===== src/rtl/pipe_pkg.sv =====
// pipe_pkg: definitions shared by the elastic pipeline chain and its consumers.
//   PIPE_W_DEF / PIPE_RA_DEF : default payload and register-address widths
//   pipe_entry_t             : one stage entry {valid, wr, wa, data}
//   PIPE_NOP / PIPE_BUBBLE   : payload / entry that a flushed stage degenerates to
//   sat_inc16                : saturating 16-bit increment for statistics counters
package pipe_pkg;

   localparam int PIPE_W_DEF  = 16;
   localparam int PIPE_RA_DEF = 3;

   typedef struct packed {
      logic                   valid;
      logic                   wr;
      logic [PIPE_RA_DEF-1:0] wa;
      logic [PIPE_W_DEF-1:0]  data;
   } pipe_entry_t;

   // Consumers that turn a killed stage into an instruction see an all-zero word.
   localparam logic [PIPE_W_DEF-1:0] PIPE_NOP    = '0;
   localparam pipe_entry_t           PIPE_BUBBLE = '{valid: 1'b0, wr: 1'b0, wa: '0, data: PIPE_NOP};

   function automatic logic [15:0] sat_inc16(input logic [15:0] v);
      return (v == 16'hFFFF) ? v : v + 16'd1;
   endfunction

endpackage


===== src/rtl/pipe_stage_slot.sv =====
// pipe_stage_slot: one register stage of the elastic chain.
//   clk, rst      : clock, synchronous active-high reset (clears everything)
//   load_i        : stage is free this cycle and takes whatever sits upstream
//                   (an invalid upstream turns the stage into a bubble)
//   kill_i        : flush; the stage is invalid after the edge no matter what
//   up_*_i        : upstream entry (previous stage or the chain input)
//   valid_o..data_o : registered stage contents
module pipe_stage_slot
   import pipe_pkg::*;
#(
   parameter int W  = PIPE_W_DEF,
   parameter int RA = PIPE_RA_DEF
) (
   input  logic          clk,
   input  logic          rst,
   input  logic          load_i,
   input  logic          kill_i,
   input  logic          up_valid_i,
   input  logic          up_wr_i,
   input  logic [RA-1:0] up_wa_i,
   input  logic [W-1:0]  up_data_i,
   output logic          valid_o,
   output logic          wr_o,
   output logic [RA-1:0] wa_o,
   output logic [W-1:0]  data_o
);

   logic          valid_q, valid_d;
   logic          wr_q, wr_d;
   logic [RA-1:0] wa_q, wa_d;
   logic [W-1:0]  data_q, data_d;

   always_comb begin
      valid_d = valid_q;
      wr_d    = wr_q;
      wa_d    = wa_q;
      data_d  = data_q;
      if (load_i) begin
         valid_d = up_valid_i;
         // Only copy the tag/payload of a real entry; bubbles leave stale data.
         if (up_valid_i) begin
            wr_d   = up_wr_i;
            wa_d   = up_wa_i;
            data_d = up_data_i;
         end
      end
      if (kill_i) begin
         valid_d = 1'b0;
      end
   end

   always_ff @(posedge clk) begin
      if (rst) begin
         valid_q <= 1'b0;
         wr_q    <= 1'b0;
         wa_q    <= '0;
         data_q  <= W'(PIPE_NOP);
      end else begin
         valid_q <= valid_d;
         wr_q    <= wr_d;
         wa_q    <= wa_d;
         data_q  <= data_d;
      end
   end

   assign valid_o = valid_q;
   assign wr_o    = wr_q;
   assign wa_o    = wa_q;
   assign data_o  = data_q;

endmodule


===== src/rtl/pipe_stage_chain.sv =====
// pipe_stage_chain: DEPTH-stage elastic pipeline between decode and write-back.
//   in_valid/in_ready/in_data/in_wr/in_wa       : upstream handshake into stage 0
//   out_valid/out_ready/out_data/out_wr/out_wa  : stage DEPTH-1, registered outputs
//   flush_mask                                  : bit k empties stage k at the next edge
//   q_addr -> q_hit/q_stage/q_data              : youngest in-flight writer of q_addr
//   occ                                         : registered count of valid stages
//   stat_stall/stat_kill                        : saturating statistics counters,
//                                                 built only with PIPE_STATS_EN defined,
//                                                 tied to 0 otherwise
// Stage 0 is the youngest entry. Bubbles collapse: a stage refills whenever it
// is empty or drains this cycle, so one hole lets everything behind it move.
module pipe_stage_chain
   import pipe_pkg::*;
#(
   parameter int W     = PIPE_W_DEF,
   parameter int DEPTH = 4,
   parameter int RA    = PIPE_RA_DEF,
   parameter int SW    = $clog2(DEPTH + 1)
) (
   input  logic             clk,
   input  logic             rst,
   input  logic             in_valid,
   output logic             in_ready,
   input  logic [W-1:0]     in_data,
   input  logic             in_wr,
   input  logic [RA-1:0]    in_wa,
   output logic             out_valid,
   input  logic             out_ready,
   output logic [W-1:0]     out_data,
   output logic             out_wr,
   output logic [RA-1:0]    out_wa,
   input  logic [DEPTH-1:0] flush_mask,
   input  logic [RA-1:0]    q_addr,
   output logic             q_hit,
   output logic [SW-1:0]    q_stage,
   output logic [W-1:0]     q_data,
   output logic [SW-1:0]    occ,
   output logic [15:0]      stat_stall,
   output logic [15:0]      stat_kill
);

   logic [DEPTH-1:0] st_valid, st_wr;
   logic [RA-1:0]    st_wa   [DEPTH];
   logic [W-1:0]     st_data [DEPTH];

   logic [DEPTH-1:0] up_valid, up_wr;
   logic [RA-1:0]    up_wa   [DEPTH];
   logic [W-1:0]     up_data [DEPTH];

   // free[k]: stage k may load this cycle (it is empty or its content moves on)
   logic [DEPTH-1:0] free;
   // will_valid[k]: stage k would be valid after the edge if nothing were flushed
   logic [DEPTH-1:0] will_valid;
   logic [DEPTH-1:0] nxt_valid;

   genvar gi;
   generate
      for (gi = 0; gi < DEPTH; gi++) begin : g_stage
         if (gi == 0) begin : g_head
            assign up_valid[gi] = in_valid;
            assign up_wr[gi]    = in_wr;
            assign up_wa[gi]    = in_wa;
            assign up_data[gi]  = in_data;
         end else begin : g_body
            assign up_valid[gi] = st_valid[gi-1];
            assign up_wr[gi]    = st_wr[gi-1];
            assign up_wa[gi]    = st_wa[gi-1];
            assign up_data[gi]  = st_data[gi-1];
         end

         if (gi == DEPTH - 1) begin : g_tail_free
            assign free[gi] = !st_valid[gi] || out_ready;
         end else begin : g_mid_free
            assign free[gi] = !st_valid[gi] || free[gi+1];
         end

         assign will_valid[gi] = free[gi] ? up_valid[gi] : st_valid[gi];
         assign nxt_valid[gi]  = will_valid[gi] && !flush_mask[gi];

         pipe_stage_slot #(
            .W  (W),
            .RA (RA)
         ) u_slot (
            .clk        (clk),
            .rst        (rst),
            .load_i     (free[gi]),
            .kill_i     (flush_mask[gi]),
            .up_valid_i (up_valid[gi]),
            .up_wr_i    (up_wr[gi]),
            .up_wa_i    (up_wa[gi]),
            .up_data_i  (up_data[gi]),
            .valid_o    (st_valid[gi]),
            .wr_o       (st_wr[gi]),
            .wa_o       (st_wa[gi]),
            .data_o     (st_data[gi])
         );
      end
   endgenerate

   // The ready chain runs from out_ready back to stage 0; in_valid never enters it.
   assign in_ready  = free[0];

   assign out_valid = st_valid[DEPTH-1];
   assign out_data  = st_data[DEPTH-1];
   assign out_wr    = st_wr[DEPTH-1];
   assign out_wa    = st_wa[DEPTH-1];

   // Occupancy is the population of next-state valid bits, which equals
   // occ + accepted - drained - killed by construction.
   logic [SW-1:0] occ_q, occ_d;

   always_comb begin
      occ_d = '0;
      for (int i = 0; i < DEPTH; i++) begin
         occ_d = occ_d + SW'(nxt_valid[i]);
      end
   end

   always_ff @(posedge clk) begin
      if (rst) begin
         occ_q <= '0;
      end else begin
         occ_q <= occ_d;
      end
   end

   assign occ = occ_q;

   // Hazard query: scan oldest to youngest so the lowest matching index wins.
   always_comb begin
      q_hit   = 1'b0;
      q_stage = '0;
      q_data  = '0;
      for (int i = DEPTH - 1; i >= 0; i--) begin
         if (st_valid[i] && st_wr[i] && (st_wa[i] == q_addr)) begin
            q_hit   = 1'b1;
            q_stage = SW'(i);
            q_data  = st_data[i];
         end
      end
   end

`ifdef PIPE_STATS_EN
   logic [DEPTH-1:0] killed;
   logic [15:0]      stat_stall_q, stat_kill_q;

   // An entry counts as killed when it would have been valid after the edge,
   // including a freshly accepted entry dropped by flush_mask[0].
   assign killed = will_valid & flush_mask;

   always_ff @(posedge clk) begin
      if (rst) begin
         stat_stall_q <= 16'h0000;
         stat_kill_q  <= 16'h0000;
      end else begin
         if (in_valid && !in_ready) begin
            stat_stall_q <= sat_inc16(stat_stall_q);
         end
         if (|killed) begin
            stat_kill_q <= sat_inc16(stat_kill_q);
         end
      end
   end

   assign stat_stall = stat_stall_q;
   assign stat_kill  = stat_kill_q;
`else
   assign stat_stall = 16'h0000;
   assign stat_kill  = 16'h0000;
`endif

endmodule


===== config.mk =====
export PLATFORM = sky130hd
export DESIGN_NAME = pipe_stage_chain
export DESIGN_NICKNAME = d
export VERILOG_FILES = /design/src/rtl/pipe_pkg.sv /design/src/rtl/pipe_stage_slot.sv /design/src/rtl/pipe_stage_chain.sv
export SDC_FILE = /design/constraint.sdc
export NUM_CORES = 1
export LEC_CHECK = 0
export BUFFER_PORTS_ARGS = -buffer_cell sky130_fd_sc_hd__buf_4
export CORE_MARGIN = 1.5
export CORE_UTILIZATION = 50
export DETAILED_ROUTE_END_ITERATION = 8
export PLACE_DENSITY = 0.83
export SLEW_MARGIN = 10
export SYNTH_ARGS = -nofsm -noshare
export SYNTH_HDL_FRONTEND = slang
export SYNTH_SLANG_ARGS = --single-unit

===== constraint.sdc =====
create_clock -name clk -period 2.95 [get_ports clk]
set_input_delay 0.4425 -clock clk [delete_from_list [all_inputs] [get_ports clk]]
set_output_delay 0.4425 -clock clk [all_outputs]
set_load 0.05 [all_outputs]

### Word level (Yosys, flattened, before mapping)

Index checks and enable logic that the tools add are counted.

| operators by class | value |
|---|---|
| add/sub/neg operators | 3 |
| equal/unequal tests | 4 |
| muxes and demuxes | 16 |
| reduce and logical (&&, ||, !) cells | 32 |

Operators by type and width:

| operator | number |
|---|---|
| 2-to-1 mux 16 bit | 4 |
| == test 3 bit | 4 |
| logical AND 1 bit | 12 |
| 2-to-1 mux 3 bit | 3 |
| logical NOT 1 bit | 8 |
| 2-to-1 mux 1 bit | 8 |
| AND reduction 2 bit | 4 |
| OR reduction 2 bit | 4 |
| logical OR 1 bit | 4 |
| adder 2 x 1 -> 3 bit | 1 |
| adder 3 x 1 -> 3 bit | 1 |
| adder 1 x 1 -> 2 bit | 1 |
| 2-to-1 mux 2 bit | 1 |

| word-level totals | value |
|---|---|
| register bits | 87 |
| input port bits | 31 |
| output and inout port bits | 77 |
| word-level logic and storage cells | 72 |

### Longest topological paths before layout

Gate-level depths: netlist of the first run.

| depth | value |
|---|---|
| depth after elaboration | 10 |
| gate-level depth with buffers | 8 |
| mapped depth without buffers | 7 |

### By module

Synthesis of the first run repeated with hierarchy kept, for this count alone.

| unflattened totals | value |
|---|---|
| cell total of the unflattened synthesis | 577 |
| area, all modules | 5293.8 sq um |

By module, submodules not included:

| module | times used | cells each | area an instance (sq um) |
|---|---|---|---|
| pipe_stage_slot | 4 | 95 | 998.5 |
| pipe_stage_chain | 1 | 197 | 1300.0 |

### Worst setup path after synthesis of the first run

No wires, ideal clock.

| timing path | value |
|---|---|
| path kind | register to output |
| start point | register g_stage[3].u_slot.wa_q[1] |
| end point | output port q_data[10] |
| arrival | 2876 ps |
| required time | 2508 ps |
| path slack | -369 ps |
| stages on the path, launching flop included | 6 |
| path buffers | 1 |
| cells stage by stage | dfxtp_1 > xor2_1 > nor4_4 > buf_4 > a311oi_2 > o31ai_1 |

| on the way | value |
|---|---|
| longest elaborated chain between the ends | 6 |

Ends and longest elaborated chain:

| what | line | source |
|---|---|---|
| start: declaration | pipe_stage_slot.sv:30 | `logic [RA-1:0] wa_q, wa_d;` |
| start signal: assignment | pipe_stage_slot.sv:61 | `wa_q <= wa_d;` |
| == test 3 bit | pipe_stage_chain.sv:135 | `if (st_valid[i] && st_wr[i] && (st_wa[i] == q_addr)) begin` |
| logical AND 1 bit | pipe_stage_chain.sv:135 |  |
| 2-to-1 mux 16 bit (4 in series) | pipe_stage_chain.sv:135 |  |
| end: declaration | pipe_stage_chain.sv:36 | `output logic [W-1:0] q_data,` |

Every way passes these cells.

### Worst setup path after layout of the first run

| timing path | value |
|---|---|
| start point | register g_stage[2].u_slot.wa_q[0] |
| end point | output port q_data[6] |

| on the way | value |
|---|---|
| longest elaborated chain between the ends | 5 |

Ends and longest elaborated chain:

| what | line |
|---|---|
| start: declaration | pipe_stage_slot.sv:30 |
| start signal: assignment | pipe_stage_slot.sv:61 |
| == test 3 bit | pipe_stage_chain.sv:135 |
| logical AND 1 bit | pipe_stage_chain.sv:135 |
| 2-to-1 mux 16 bit (3 in series) | pipe_stage_chain.sv:135 |

Every way passes these cells.

==> results of run 1 <==
==> Yosys cell counts, types with 2 or more instances <==
master / number
nor4_4: 2
dfxtp_1: 87
buf_2: 5
a21boi_1: 2
ha_1: 2
nor2b_1: 5
xor2_2: 3
a311oi_2: 7
o31ai_1: 16
xor2_1: 9
nand2_1: 184
nor4_1: 17
nor2_1: 26
clkbuf_1: 35
a311oi_1: 9
buf_4: 34
nand3_1: 16
a21oi_1: 83
nor3_1: 5
==> cell families (layout without fill, tap and decap cells) <==
family	Yosys count	after routing	share of synthesized area, %
fa+ha+maj	3	3	1.06
other cells	1	33	0.0885
simple gates	261	261	26.7
compound gates	119	119	17.6
xor+xnor	12	12	3.01
buf+inv	77	103	10.5
flops	87	87	41.1
==> metrics by stage <==
stage / instance area, sq um / utilization, %
final: 5020 / 61.1
after global routing: 5020 / 61.1
after CTS: 4990 / 60.7
after detailed placement: 4810 / 58.5
after global placement: 4810 / 58.5
after floorplan: 4440 / -
==> metal layers <==
layer	track usage, %	wire [um]	part of all wire [%]
met1	37.2	4980	45
met5	0	0	0
met4	10.1	235	2.1
met3	3.59	983	8.9
met2	36.9	4860	44
==> how the worst max path moves through the flow <==
stage | startpoint | endpoint | slack [ps] | cells after the start
CTS | g_stage[2].u_slot.wa_o[0]$_SDFFE_PP0P_ | q_data[4] | 30 | 5
floorplan | g_stage[3].u_slot.wa_o[1]$_SDFFE_PP0P_ | q_data[7] | 50 | 5
detailed placement | q_addr[0] | q_data[4] | 240 | 6
finish | g_stage[2].u_slot.wa_o[0]$_SDFFE_PP0P_ | q_data[6] | 110 | 5
global placement | q_addr[0] | q_data[7] | 320 | 6
global route | g_stage[2].u_slot.wa_o[0]$_SDFFE_PP0P_ | q_data[6] | 10 | 5
==> flip-flops by register name (all words and copies together) (netlist names) <==
signal	flops
g_stage.u_slot.data_o	64
g_stage.u_slot.wr_o	4
g_stage.u_slot.wa_o	12
occ	3
g_stage.u_slot.valid_o	4
==> power groups by stage <==
stage / Combinational (W) / Clock (W) / Sequential [W]
floorplan: 0.000204 / 0 / 0.00124
global placement: 0.000228 / 0 / 0.00124
detailed placement: 0.000231 / 0 / 0.00124
CTS: 0.000232 / 0.000774 / 0.00121
global route: 0.000253 / 0.000817 / 0.00122
finish: 0.000235 / 0.000769 / 0.00121
==> layout make-up <==
| class | count | area [sq um] | area share (%) |
|---|---|---|---|
| clock buffers | 13 | 169 | 3.37 |
| clock inverters | 2 | 15.0 | 0.299 |
| repair buffers | 87 | 666 | 13.3 |
| flip-flops and latches | 87 | 1740 | 34.7 |
| inverters | 1 | 3.75 | 0.0748 |
| well taps | 105 | 131 | 2.62 |
| multi-input cells | 428 | 2290 | 45.7 |
==> placed cells by master (no fill, tap or decap), drive strengths merged <==
cell type | Yosys | routed
o21ai | 2 | 2
buf | 41 | 87
nand4b | 1 | 1
xor2 | 12 | 12
ha | 2 | 2
a311oi | 16 | 16
nand3 | 16 | 16
nor3 | 5 | 5
nor4 | 20 | 20
conb | 1 | 33
clkbuf | 35 | 13
or4 | 2 | 2
nor2b | 5 | 5
and4b | 1 | 1
clkinvlp | 0 | 2
dfxtp | 87 | 87
a21boi | 2 | 2
a21oi | 83 | 83
nand2b | 1 | 1
fa | 1 | 1
o31ai | 16 | 16
inv | 1 | 1
nand2 | 184 | 184
nor2 | 26 | 26
==> qor.txt, run 1 <==
Status -> complete, no violations
Crit path DAT -> 2390 ps
Crit share post-route -> 96.2%
Die area -> 9040 sq um
Share of cells above drive strength 1 -> 21.8%
Clk pwr share -> 34.7%
Reg2reg setup slack -> 630 ps
Sw Share -> 26.9%
Hold depth -> 2
H-tree levels -> 3
Port Buf Inserts -> 74
Total setup buffers inserted after CTS -> 0
Seq cells post-synth -> 87
Via Count -> 3982
Slew HR -> 41.9%
Cell Area, Synth -> 4240 sq um
Post-synth cell types -> 32
Synth top area share -> 41.1%
Largest net degree at the start of global routing -> 88
Final hold vios -> 0
Pwr Density -> 442 nW/um^2
Fin cells -> 723
CP peak stage delay -> 610 ps
Dpl ws -> 243 ps
Post-synth EDFFs -> 0
GPL Wtd Cong -> 0.942
Switching power -> 0.000597 W
Vias/cell -> 5.51
LEAKAGE -> 1.94 nW
DR WL/cell -> 15.3 um
Yosys warns -> 0
CTS tree -> built
Hold_buf cts -> 0
Min-delay worst type -> in2reg
Buffers and inverters on the worst path -> 1
WP data required -> 2510 ps
Area Growth Syn to Fin -> 18.4%
Clock Tree Buf Depth -> 2
Hold Slack -> 250 ps
Post-synth ARST share -> 0%
Period minus WS final -> 2840 ps
Tot GR Track Use -> 25.2%
Filler cells -> 762
Syn avg cell area -> 7.57 sq um
Placed Cells -> 708
DRC viols -> 0
DP HPWL -> 7810 um
Number of routed nets with antenna violations -> 0
Worst-Margin Slew -> 871 ps
Fin Setup TNS -> 0 ps
Register area share after synthesis -> 41.1%
Resized Gates After CTS -> 0
IR drop worst, VDD -> 0.233 mV
Layout Nets -> 648
Worst reg2reg startpoint -> g_stage[2].u_slot.valid_o$_SDFF_PP0_
Worst skew pair latency -> 350 ps
Initial antenna violation count -> 0
Worst hold path startpoint -> flush_mask[0]
Clk sink count -> 87
Number of I/O pins -> 108
Final setup margin -> 113 ps
Slowest-stage cell, CP -> or4_4
Num CTS Buffers -> 9
RSZ-0062 raised after global routing -> false
Setup violators final -> 0
Sequential fraction of design power -> 54.7%
Vias in the first global route -> 3490
Clock transition at path regs -> 90 ps
CP endpoint kind -> output pin
P_int -> 0.00162 W
Tot Pwr -> 0.00222 W
First-pass GRT wire length -> 17600 um
R2R depth -> 7
1st-pass router iterations -> 6
End point of the worst hold path -> g_stage[0].u_slot.valid_o$_SDFF_PP0_
Worst Skew -> 13.1 ps
Comb power frac -> 10.6%
First DRT Iteration DRCs -> 419
Synth area leaders -> dfxtp_1 41%, nand2_1 16%, a21oi_1 9.8%, buf_4 6.0%, clkbuf_1 3.1%
CTS root buf -> clkbuf_8
Antenna cells -> 0
Slew Viols, Final -> 0
Die X -> 95.1 um
Cell family with most CP delay -> simple AND/OR/NAND/NOR gates
Worst-path maximum fanout -> 18
Site row count -> 33
Area leader, netlist -> dfxtp_1
Routed wire length -> 11100 um
Global route overflow -> 0
Peak Freq -> 353 MHz
Worst setup SP type -> register
Max Cap Violations -> 0
Starting Density -> 51.6%
Cell Chain, Critical Path -> xor2_4 -> or4_4 -> a311oi_1 -> o31ai_2 -> buf_4
Core footprint -> 8220 sq um
Main synth FF type -> dfxtp_1
RR Endpoint -> occ[1]$_SDFF_PP0_
Die height -> 95.1 um
Syn Inst Count -> 560
Critical path type -> reg2out
No activity file was read; power rests on OpenSTA's default activity.
==> run 2: changes to the inputs <==
--- a/config.mk
+++ b/config.mk
@@ -8,6 +8,7 @@
 export BUFFER_PORTS_ARGS = -buffer_cell sky130_fd_sc_hd__buf_4
 export CORE_MARGIN = 1.5
 export CORE_UTILIZATION = 50
+export CTS_BUF_LIST = sky130_fd_sc_hd__clkbuf_4
 export DETAILED_ROUTE_END_ITERATION = 8
 export PLACE_DENSITY = 0.83
 export SLEW_MARGIN = 10
==> run 2 against run 1 <==
  * Worst setup slack got worse by 22 ps
  * Sequential power barely moved
  * Register-to-register slack barely moved
  * Combinational power barely moved
  * Global-route usage fell by 0.072 points
  * Count of clock-buffer cells in the layout fell by 3
  * Clock skew rose by 2.7 ps
  * Via count did not move
  * Cell area fell by 1.2%
  * Worst hold slack got worse by 76 ps
  * Non-clock buffer count did not move
  * Power fell by 10%
  * Critical path type unchanged
  * Largest cell class unchanged
==> qor.txt, run 2 (same netlist as run 1, synthesis figures left out) <==
Worst setup SP type -> register
Routed wire length -> 11100 um (about the same)
LEAKAGE -> 1.91 nW (-1.7%)
Clock transition at path regs -> 130 ps (+40 ps)
Starting Density -> 51.6% (unchanged)
Final hold vios -> 0 (unchanged)
Max reg flops -> 64 (unchanged)
Largest net degree at the start of global routing -> 88 (unchanged)
R2R depth -> 7 (unchanged)
Worst reg2reg startpoint -> g_stage[3].u_slot.valid_o$_SDFF_PP0_
Number of routed nets with antenna violations -> 0 (unchanged)
Final setup margin -> 91.1 ps (-22.3 ps)
Die X -> 95.1 um (unchanged)
RSZ-0062 raised after global routing -> false
H-tree levels -> 3 (unchanged)
Number of I/O pins -> 108 (unchanged)
Worst-path maximum fanout -> 19 (+1)
Tot GR Track Use -> 25.2% (-0.072 points)
DRC viols -> 0 (unchanged)
CP endpoint kind -> output pin
Clock Tree Buf Depth -> 2 (unchanged)
Dpl ws -> 243 ps (unchanged)
Worst Skew -> 15.8 ps (+2.66 ps)
Fin Setup TNS -> 0 ps (unchanged)
Most frequent cells in the layout -> 184 x nand2_1, 86 x buf_4, 85 x dfxtp_1
Filler cells -> 771 (+1.2%)
Layout Utilization -> 60.3% (-0.76 points)
Max Cap Violations -> 0 (unchanged)
GPL Wtd Cong -> 0.942 (unchanged)
Worst-Margin Slew -> 867 ps (-3.68 ps)
Min-delay worst type -> in2reg
Setup violators final -> 0 (unchanged)
Hold Slack -> 173 ps (-76.3 ps)
Crit share post-route -> 96.9% (+0.76 points)
Share of cells above drive strength 1 -> 22.1% (+0.29 points)
Port Buf Inserts -> 74 (unchanged)
Layout Nets -> 649 (+0.15%)
First DRT Iteration DRCs -> 582 (+39%)
Slew HR -> 42.2% (+0.25 points)
WP data required -> 2510 ps (about the same)
Antenna cells -> 0 (unchanged)
Worst skew pair latency -> 420 ps (+70 ps)
Design Area, Final -> 4950 sq um (-1.2%)
Critical path type -> reg2out
Total setup buffers inserted after CTS -> 0 (unchanged)
1st-pass router iterations -> 5 (-1)
Num CTS Buffers -> 9 (unchanged)
CP Capture Point -> q_data[15]
Crit path from -> g_stage[2].u_slot.wa_o[0]$_SDFFE_PP0P_
Vias in the first global route -> 3489 (-0.029%)
CTS tree -> built
DR WL/cell -> 15.3 um (-0.18%)
Crit path DAT -> 2420 ps (+30 ps)
Pwr Density -> 402 nW/um^2 (-9.0%)
Die height -> 95.1 um (unchanged)
Status -> complete, no violations
Global route overflow -> 0 (unchanged)
DP HPWL -> 7810 um (unchanged)
CTS root buf -> clkbuf_4
First-pass GRT wire length -> 17500 um (-0.23%)
RR Endpoint -> occ[1]$_SDFF_PP0_
Core footprint -> 8220 sq um (unchanged)
Placed cell areas -> 4810 sq um (unchanged)
Clk sink count -> 87 (unchanged)
Area Growth Syn to Fin -> 16.9%
Via Count -> 3982 (unchanged)
Initial antenna violation count -> 0 (unchanged)
Die area -> 9040 sq um (unchanged)
Vias/cell -> 5.50 (-0.14%)
Period minus WS final -> 2860 ps (+22.3 ps)
Reg2reg setup slack -> 630 ps (about the same)
Slew Viols, Final -> 0 (unchanged)
Site row count -> 33 (unchanged)
Commonest non-fill, non-tap cell in the layout -> nand2_1
Peak Freq -> 350 MHz (-0.78%)
IR drop worst, VDD -> 0.219 mV (-5.8%)
run 2: cell types whose count changed in the layout (fill, tap and decap cells not counted), moves of 2 or more:
| cell | previous run | this run |
|---|---|---|
| clkbuf_8 | 12 | 0 |
| clkbuf_4 | 0 | 10 |
| clkinv_1 | 0 | 3 |
| dfxtp_1 | 87 | 85 |
| dfxtp_2 | 0 | 2 |
run 2: worst min path at each step:
stage,start,endpoint,slack (ps),cells past startpoint
global placement,g_stage[2].u_slot.data_o[6]$_SDFFE_PP0P_,g_stage[3].u_slot.data_o[6]$_SDFFE_PP0P_,460,2
finish,flush_mask[0],g_stage[0].u_slot.valid_o$_SDFF_PP0_,170,2
detailed placement,g_stage[2].u_slot.data_o[5]$_SDFFE_PP0P_,g_stage[3].u_slot.data_o[5]$_SDFFE_PP0P_,460,2
floorplan,g_stage[0].u_slot.data_o[0]$_SDFFE_PP0P_,g_stage[1].u_slot.data_o[0]$_SDFFE_PP0P_,450,2
CTS,flush_mask[0],g_stage[0].u_slot.valid_o$_SDFF_PP0_,150,2
global route,flush_mask[3],g_stage[3].u_slot.valid_o$_SDFF_PP0_,160,2
run 2: layout make-up:
type	instances	area, sq um	share of cell area, %
clock buffer	10	75.1	1.52
sequential	87	1740	35.2
multi-input combinational	429	2310	46.6
timing repair buffer	87	666	13.4
clock inverter	5	26.3	0.530
inverter	1	3.75	0.0758
tap	105	131	2.65
run 2: timing repair:
item / in CTS / in global routing
hold buffers: 0 / 0
endpoints found under the setup margin: 9 / 13
gates resized for setup: 1 / 6
pin swaps: 0 / 2
cloned: 0 / 1
run 2: metal layers:
layer,track usage (%),wire length [um]
met3,3.83,933
met5,0,0
met4,9.83,267
met2,36.3,4850
met1,37.4,5000
run 2: stage by stage:
stage,total power (W),cells
floorplan,0.00144,592
global placement,0.00147,708
detailed placement,0.00147,708
CTS,0.00200,723
global route,0.00207,724
finish,0.00199,724
run 2: worst max-delay path, stage by stage (launching register included):
cell      delay [ps]
dfxtp_2          380
xor2_4           220
or4_4            680
a311oi_1         380
o31ai_2          120
buf_4            210
run 2: power by group:
group | internal [W] | leakage, nW | switching [W]
clock network | 0.000170 | 0.0510 | 0.000372
registers | 0.00120 | 0.706 | 0.0000183
logic | 0.0000540 | 1.15 | 0.000181
==> run 3: changes to the inputs <==
--- a/config.mk
+++ b/config.mk
@@ -8,7 +8,7 @@
 export BUFFER_PORTS_ARGS = -buffer_cell sky130_fd_sc_hd__buf_4
 export CORE_MARGIN = 1.5
 export CORE_UTILIZATION = 50
-export CTS_BUF_LIST = sky130_fd_sc_hd__clkbuf_4
+export CTS_BUF_LIST = sky130_fd_sc_hd__clkbuf_4 sky130_fd_sc_hd__clkbuf_8
 export DETAILED_ROUTE_END_ITERATION = 8
 export PLACE_DENSITY = 0.83
 export SLEW_MARGIN = 10
==> run 3 against run 2 <==
  * Utilization grew 0.81 points
  * Cell area grew 1.3%
  * Clock power grew 43%
  * Final cell count shrank 0.14%
  * First-iteration DRC count shrank 25%
  * Global-route usage is essentially flat
  * Clock skew shrank 2.7 ps
  * Sequential share of layout area shrank 0.51 points
  * Routed wire length shrank 0.47%
  * Critical path depth is the same
  * Register-to-register slack lost 20 ps
  * Sequential power is essentially flat
==> qor.txt, run 3 (same netlist as run 1, synthesis figures left out) <==
Status -> complete, no violations
First DRT Iteration DRCs -> 438 (-25%)
Antenna cells -> 0 (unchanged)
Min-delay worst type -> in2reg
Critical path type -> reg2out
Starting Density -> 51.6% (unchanged)
Via Count -> 3989 (+0.18%)
Setup violators final -> 0 (unchanged)
Max Cap Violations -> 0 (unchanged)
Largest net degree at the start of global routing -> 88 (unchanged)
Initial antenna violation count -> 0 (unchanged)
Global route overflow -> 0 (unchanged)
End point of the worst hold path -> g_stage[0].u_slot.valid_o$_SDFF_PP0_
Routed wire length -> 11000 um (-0.47%)
Fin Setup TNS -> 0 ps (unchanged)
Peak Freq -> 353 MHz (+0.92%)
CTS root buf -> clkbuf_8
Layout Nets -> 648 (-0.15%)
GR peak layer -> met1
Grt met1 use -> 37.0% (-0.38 points)
1st-pass router iterations -> 5 (unchanged)
RSZ-0062 raised after global routing -> false
Vias/cell -> 5.52 (+0.31%)
Number of routed nets with antenna violations -> 0 (unchanged)
Slew Viols, Final -> 0 (unchanged)
DRC viols -> 0 (unchanged)
Reg2reg setup slack -> 610 ps (-20 ps)
Worst reg2reg startpoint -> g_stage[2].u_slot.valid_o$_SDFF_PP0_
IR drop worst, VDD -> 0.233 mV (+6.2%)
RR Endpoint -> occ[1]$_SDFF_PP0_
Die X -> 95.1 um (unchanged)
R2R depth -> 7 (unchanged)
Die height -> 95.1 um (unchanged)
M2 GR Usage -> 36.8% (+0.47 points)
Share of cells above drive strength 1 -> 22.0% (-0.13 points)
Hold_buf cts -> 0 (unchanged)
DR WL/cell -> 15.2 um (-0.33%)
Worst setup SP type -> register
Site row count -> 33 (unchanged)
Max reg flops -> 64 (unchanged)
Resized Gates After CTS -> 0 (-1)
CTS tree -> built
Crit share post-route -> 96.0% (-0.89 points)
GRT met3 Usage -> 3.75% (-0.080 points)
Worst-Margin Slew -> 859 ps (-8.04 ps)
Worst skew pair latency -> 350 ps (-70 ps)
CP endpoint kind -> output pin
Number of I/O pins -> 108 (unchanged)
Worst-path maximum fanout -> 18 (-1)
WP data required -> 2510 ps (about the same)
Crit path DAT -> 2390 ps (-30 ps)
Hold Slack -> 248 ps (+74.4 ps)
GPL Wtd Cong -> 0.942 (unchanged)
Area Growth Syn to Fin -> 18.4%
Total setup buffers inserted after CTS -> 0 (unchanged)
Final hold vios -> 0 (unchanged)
Die area -> 9040 sq um (unchanged)
Slew HR -> 42.7% (+0.54 points)
Pwr Density -> 443 nW/um^2 (+10%)
Clock Tree Buf Depth -> 2 (unchanged)
Tot GR Track Use -> 25.2% (+0.038 points)
Clk sink count -> 87 (unchanged)
LEAKAGE -> 1.94 nW (+1.9%)
Num CTS Buffers -> 9 (unchanged)
Worst hold path startpoint -> flush_mask[0]
Clock transition at path regs -> 90 ps (-40 ps)
Core footprint -> 8220 sq um (unchanged)
Hold depth -> 2 (unchanged)
Commonest non-fill, non-tap cell in the layout -> nand2_1
Most frequent cells in the layout -> 184 x nand2_1, 87 x dfxtp_1, 86 x buf_4
First-pass GRT wire length -> 17500 um (+0.19%)
H-tree levels -> 3 (unchanged)
Period minus WS final -> 2830 ps (-26.1 ps)
DP HPWL -> 7810 um (unchanged)
Worst Skew -> 13.1 ps (-2.65 ps)
Vias in the first global route -> 3488 (-0.029%)
Port Buf Inserts -> 74 (unchanged)
==> run 3: changes by cell type in the layout (fill, tap and decap cells not counted) <==
| cell | previous run | this run |
|---|---|---|
| a311oi_1 | 6 | 7 |
| clkinv_1 | 3 | 0 |
| clkbuf_8 | 0 | 12 |
| clkbuf_4 | 10 | 1 |
| dfxtp_1 | 85 | 87 |
| dfxtp_2 | 2 | 0 |
| or4_4 | 2 | 1 |
| a311oi_2 | 10 | 9 |
==> run 3: area by class of cell <==
cell class / instances / area [sq um]
clock buffers: 13 / 173
clock inverters: 2 / 15.0
fillers: 760 / 3200
inverters: 1 / 3.75
multi-input cells: 428 / 2290
flip-flops and latches: 87 / 1740
well taps: 105 / 131
repair buffers: 87 / 666
==> run 3: layer usage <==
metal / up-vias / share of wire, %
met1: 1815 / 45
li1: 1931 / -
met5: - / 0
met2: 219 / 44
met3: 24 / 8.7
met4: 0 / 2.3
==> run 3: worst max-delay path, cell delays in order, from the launching register on <==
cell and delay [ps]:
dfxtp_1 470, xor2_4 210, or4_4 610, a311oi_1 410, o31ai_2 120, buf_4 210
==> run 3: worst max-delay path by stage <==
stage	start	end	slack (ps)	cells past startpoint
2_1_floorplan	g_stage[3].u_slot.wa_o[1]$_SDFFE_PP0P_	q_data[7]	50	5
3_3_place_gp	q_addr[0]	q_data[7]	320	6
3_5_place_dp	q_addr[0]	q_data[4]	240	6
4_1_cts	g_stage[2].u_slot.wa_o[0]$_SDFFE_PP0P_	q_data[4]	30	5
5_1_grt	g_stage[2].u_slot.wa_o[0]$_SDFFE_PP0P_	q_data[6]	10	5
6_report	g_stage[2].u_slot.wa_o[0]$_SDFFE_PP0P_	q_data[15]	120	5
==> run 3: power breakdown <==
part / leakage (nW) / total [W] / switching [W] / internal [W]
Sequential: 0.705 / 0.00121 / 0.0000183 / 0.00119
Combinational: 1.15 / 0.000235 / 0.000181 / 0.0000538
Clock: 0.0912 / 0.000779 / 0.000398 / 0.000380
==> run 3: stage by stage <==
| stage | setup slack [ps] | instances | instance area [sq um] | power (W) | util (%) |
|---|---|---|---|---|---|
| 2_1_floorplan | 51.9 | 592 | 4440 | 0.00144 | - |
| 3_3_place_gp | 322 | 708 | 4810 | 0.00147 | 58.5 |
| 3_5_place_dp | 243 | 708 | 4810 | 0.00147 | 58.5 |
| 4_1_cts | 30.0 | 723 | 4990 | 0.00223 | 60.8 |
| 5_1_grt | 11.2 | 723 | 5020 | 0.00230 | 61.1 |
| 6_report | 117 | 723 | 5020 | 0.00223 | 61.1 |
